[config.mk]
export PLATFORM = sky130hd
export DESIGN_NAME = instr_fetch
export DESIGN_NICKNAME = d
export VERILOG_FILES = /design/src/rtl/core0_pkg.sv /design/src/rtl/instr_fetch.sv
export SDC_FILE = /design/constraint.sdc
export NUM_CORES = 1
export LEC_CHECK = 0
export ABC_AREA = 1
export CORE_MARGIN = 2
export CORE_UTILIZATION = 31
export CTS_CLUSTER_SIZE = 28
export DETAILED_ROUTE_END_ITERATION = 8
export GPL_TIMING_DRIVEN = 0
export REMOVE_ABC_BUFFERS = 1
export SLEW_MARGIN = 20
export SYNTH_ARGS = -nofsm -noshare
export SYNTH_HDL_FRONTEND = slang
export SYNTH_SLANG_ARGS = --single-unit
[constraint.sdc]
create_clock -name clk -period 3.3 [get_ports clk]
set_input_delay 0.66 -clock clk [delete_from_list [all_inputs] [get_ports clk]]
set_output_delay 0.66 -clock clk [all_outputs]
set_load 0.05 [all_outputs]
[src/rtl/core0_pkg.sv]
// Shared types and constants for the core0 datapath.
// FAULT state exists only when INSTR_FETCH_ALIGN_CHECK_EN is defined.
package core0_pkg;

    localparam int XLEN        = 32;
    localparam int INSTR_BYTES = 4;

    typedef enum logic [2:0] {
        S_REQ   = 3'd0,
        S_WAIT  = 3'd1,
        S_HOLD  = 3'd2,
        S_DRAIN = 3'd3
`ifdef INSTR_FETCH_ALIGN_CHECK_EN
        ,
        S_FAULT = 3'd4
`endif
    } fetch_state_t;

endpackage

[src/rtl/instr_fetch.sv]
// Instruction fetch: owns the PC, one outstanding imem read, valid/ready to decode.
// Define INSTR_FETCH_ALIGN_CHECK_EN to trap misaligned redirect targets (fetch_fault).
module instr_fetch
    import core0_pkg::*;
#(
    parameter logic [XLEN-1:0] RESET_PC = 32'h0000_0000
) (
    input  logic            clk,
    input  logic            rst_n,
    output logic            imem_req_valid,
    input  logic            imem_req_ready,
    output logic [XLEN-1:0] imem_req_addr,
    input  logic            imem_rsp_valid,
    input  logic [XLEN-1:0] imem_rsp_data,
    output logic            instr_valid,
    input  logic            instr_ready,
    output logic [XLEN-1:0] instr,
    output logic [XLEN-1:0] instr_pc,
    input  logic            pc_src,
    input  logic [XLEN-1:0] pc_target
`ifdef INSTR_FETCH_ALIGN_CHECK_EN
    ,
    output logic            fetch_fault
`endif
);

    fetch_state_t    state_q, state_d;
    logic [XLEN-1:0] pc_q, pc_d;
    logic [XLEN-1:0] instr_q, instr_pc_q;
    logic            capture;
    logic            in_fault;
    logic            misaligned;
    logic [XLEN-1:0] redir_pc;

    assign redir_pc = {pc_target[XLEN-1:2], 2'b00};

`ifdef INSTR_FETCH_ALIGN_CHECK_EN
    assign in_fault   = (state_q == S_FAULT);
    assign misaligned = |pc_target[1:0];
    assign fetch_fault = in_fault;
`else
    logic unused_target_lsbs;
    assign unused_target_lsbs = &{1'b0, pc_target[1:0]};
    assign in_fault   = 1'b0;
    assign misaligned = 1'b0;
`endif

    always_comb begin
        state_d = state_q;
        pc_d    = pc_q;
        capture = 1'b0;

        unique case (state_q)
            S_REQ: begin
                if (imem_req_ready) state_d = S_WAIT;
            end
            S_WAIT: begin
                if (imem_rsp_valid) begin
                    state_d = S_HOLD;
                    capture = 1'b1;
                    pc_d    = pc_q + XLEN'(INSTR_BYTES);
                end
            end
            S_HOLD: begin
                if (instr_ready) state_d = S_REQ;
            end
            S_DRAIN: begin
                if (imem_rsp_valid) state_d = S_REQ;
            end
            default: ;
        endcase

        // A redirect wins over everything; any in-flight response gets drained.
        if (pc_src && !in_fault) begin
            capture = 1'b0;
            pc_d    = redir_pc;
            unique case (state_q)
                S_REQ:   state_d = imem_req_ready ? S_DRAIN : S_REQ;
                S_WAIT:  state_d = imem_rsp_valid ? S_REQ : S_DRAIN;
                S_HOLD:  state_d = S_REQ;
                S_DRAIN: state_d = imem_rsp_valid ? S_REQ : S_DRAIN;
                default: ;
            endcase
`ifdef INSTR_FETCH_ALIGN_CHECK_EN
            if (misaligned) state_d = S_FAULT;
`endif
        end
    end

    always_ff @(posedge clk or negedge rst_n) begin
        if (!rst_n) begin
            state_q    <= S_REQ;
            pc_q       <= RESET_PC;
            instr_q    <= '0;
            instr_pc_q <= '0;
        end else begin
            state_q <= state_d;
            pc_q    <= pc_d;
            if (capture) begin
                instr_q    <= imem_rsp_data;
                instr_pc_q <= pc_q;
            end
        end
    end

    assign imem_req_valid = rst_n && (state_q == S_REQ);
    assign imem_req_addr  = {pc_q[XLEN-1:2], 2'b00};
    assign instr_valid    = (state_q == S_HOLD);
    assign instr          = instr_q;
    assign instr_pc       = instr_pc_q;

endmodule

==> run_results.csv <==
group,metric,value,unit
run_status,status,"completed",
placed_design,io_buffer_count,161,
grt,grt_pass1_wl,22200,um
synthesis,syn-cell-area,4790,um2
grt,grt_pass1_vias,4427,
synthesis,syn_inst,618,
drt,viasPerCell,4.70,
clocking,cts.sinks,95,
synthesis,synth_adder_area_share,0.00261,
synthesis,yosys.area_share.simple,0.332,
grt,antenna_found_initial,0,
critical_path,crit_family,"buffers and inverters",
critical_path,critPathMaxStageDelay,800,ps
min_path,worstHoldPathType,"in2async",
critical_path,slowest_stage,"clkdlybuf4s50_1",
synthesis,ys_seq_elements,95,
placed_design,routabilityCongestion,0.788,
synthesis,synth.distinct_cells,33,
placed_design,place_hpwl,9650,um
placed_design,place_ws,-239,ps
floorplan,fp.dieH,128,um
floorplan,start_util,0.317,
critical_path,reg2reg_depth,6,
critical_path,path_cells,"buf_6 -> buf_16 -> and3_1 -> clkdlybuf4s50_1",
power,powerDensity,884,nW/um2
critical_path,r2r_end,"pc_q[7]",
timing,max-slew-margin-rel,0.554,
synthesis,muxShareOfSynthArea,0,
synthesis,yosys_warnings,0,
floorplan,core_area,15100,um2
synthesis,synth_flop_cell,"dfrtp_1",
timing,max_clock_freq,333,MHz
layout,drive_gt1_frac,0.0467,
critical_path,path_depth,4,
timing,slew_viol_final,0,
timing,worst_slack,293,ps
floorplan,num_io_pins,168,
critical_path,critical_path_required,2640,ps
critical_path,startpoint,"rst_n",
timing,clock-skew-final,6.14,ps
clocking,holdBufCountCts,0,
synthesis,avgSynthCellArea,7.76,um2
critical_path,reg2reg_slack,830,ps
floorplan,num_rows,45,
grt,grt_max_degree,67,
clocking,insertion_delay,340,ps
placed_design,placed_area,6530,um2
critical_path,path_max_fanout,51,
layout,fin_util,0.448,
drt,drt_iter0_drc,241,
synthesis,yosysSeqAreaShare,0.496,
floorplan,die_w,128,um
layout,nets,838,
drt,avgRoutedWirePerCell,14.2,um
timing,setup-tns-final,0,ps
run,drv_cap,0,
synthesis,async_reset_ff_frac,1.00,
grt,grt-ovfl-total,0,
layout,area_growth,41.6,%
grt,grt_use_total,0.170,
critical_path,arrival,2350,ps
clocking,cts_made_buffers,9,
synthesis,synth_top_family_by_area,"simple AND/OR/NAND/NOR gates",
drt,drt-total-wl,13600,um
synthesis,synth-compound-area-share,0.0785,
floorplan,dieArea,16500,um2
critical_path,path_class,"in2out",
synthesis,synth_xor_area_frac,0.00365,
timing,finalHoldViolations,0,
clocking,clockRootBuffer,"clkbuf_16",
drt,via_count,4506,
synthesis,synth_edf_count,0,
layout,num_antenna_cells,0,
power,peakVddDrop,0.482,mV
drt,first_pass_iters,5,
drt,drc_errors,0,
clocking,clk_pin_slew_worst_paths,60,ps
critical_path,crit_buf_inv,3,
layout,finalInstanceArea,6790,um2
critical_path,start_kind,"primary input",
timing,worstMarginPinSlew,668,ps
critical_path,cp-endpoint,"imem_req_valid",
clocking,cts_tree,"built",
power,p_leak,3.15,nW
drt,antenna_left,0,
timing,rsz0062_at_grt,"false",
clocking,clock_path_buffers,2,
timing,setup_viol,0,
critical_path,rr_startpoint,"state_q[2]",
clocking,h-tree-depth,3,
timing,min_period_over_period,0.911,
critical_path,crit_path_end_kind,"output port",
timing,min_period,3010,ps
cell usage after synthesis (5+ instances only):
master,number,area (um2)
nand3b_1,9,67.6
nand2_1,221,830
buf_2,12,60.1
buf_4,5,37.5
o21ai_1,6,30.0
nor2_4,7,78.8
dfrtp_1,95,2380
o21ai_0,55,275
nor2_1,52,195
inv_1,60,225
clkbuf_1,5,18.8
nand3_1,44,220
buf_6,6,67.6
nand4_1,12,75.1
kinds of logic after synthesis:
logic type      after synthesis
compound gates               71
simple gates                358
flops                        95
xor+xnor                      2
buf+inv                      90
fa+ha+maj                     1
other cells                   1
stage by stage:
stage | total power [mW] | std cells | hold slack [ps]
after floorplan | 3.88 | 593 | 364
after global placement | 5.04 | 942 | 462
after detailed placement | 5.08 | 944 | 468
after CTS | 6.07 | 959 | 260
after global routing | 6.34 | 959 | 282
final | 6.00 | 959 | 246
sequential cells by signal (all words and copies together) (netlist names):
register  count
instr        32
instr_pc     30
pc_q         30
state_q       3
worst min-delay path by stage:
stage	start	end	cells past startpoint	slack (ps)
floorplan	rst_n	instr[0]	0	360
global placement	instr[12]	instr[12]	2	460
detailed placement	instr[8]	instr[8]	2	470
CTS	rst_n	pc_q[11]	1	260
global route	rst_n	pc_q[11]	1	280
finish	rst_n	pc_q[11]	1	250
area by class of cell:
| type | instances | area, um2 |
|---|---|---|
| Inverter | 62 | 235 |
| Multi-Input combinational cell | 436 | 2020 |
| Fill cell | 1515 | 8360 |
| Sequential cell | 95 | 2380 |
| Tap cell | 188 | 235 |
| Clock buffer | 14 | 254 |
| Clock inverter | 1 | 5.00 |
| Timing Repair Buffer | 163 | 1660 |
worst reg2reg max path, cell delays in order, from the launching register on:
cell and delay (ps):
dfrtp_1 440, nor2_4 160, nand3_4 480, buf_16 410
inv_4 540, o21ai_0 210, o21bai_1 160
placed cells by master, fill, tap and decap left out, drive strengths merged:
| cell type | netlist | layout |
|---|---|---|
| a31oi | 1 | 1 |
| a21oi | 2 | 2 |
| clkinv | 0 | 1 |
| a2bb2oi | 1 | 1 |
| and3 | 1 | 1 |
| conb | 1 | 4 |
| inv | 62 | 62 |
| o21a | 1 | 1 |
| o21ai | 61 | 61 |
| o21bai | 3 | 3 |
| xor2 | 1 | 1 |
| clkdlybuf4s50 | 0 | 159 |
| o211ai | 1 | 1 |
| o221ai | 1 | 1 |
| nand3b | 9 | 9 |
| dfrtp | 95 | 95 |
| xnor2 | 1 | 1 |
| nand2 | 226 | 226 |
| ha | 1 | 1 |
| buf | 23 | 4 |
| clkbuf | 5 | 14 |
| nand3 | 47 | 47 |
| nand4 | 12 | 12 |
| nor2 | 63 | 63 |
power by group:
part / total [mW] / internal (mW) / switching [mW]
clock: 0.954 / 0.528 / 0.426
sequential: 1.89 / 1.60 / 0.292
combinational: 3.16 / 1.01 / 2.15
total: 6.00 / 3.14 / 2.87
what timing repair did:
| item | 4_1_cts | 5_1_grt |
|---|---|---|
| setup endpoints to repair | 0 | 2 |
| hold endpoints to repair | 0 | 0 |
| buffers inserted | 0 | 0 |
| gates resized for setup | 0 | 2 |
routing by layer:
layer / wire length (um) / track usage / vias up
met3: 1150 / 0.0503 / 17
met1: 5990 / 0.223 / 2102
met4: 220 / 0.0549 / 0
met2: 6270 / 0.270 / 145
met5: 0 / 0 / -
li1: - / - / 2242
No activity file was read; power rests on OpenSTA's default activity.
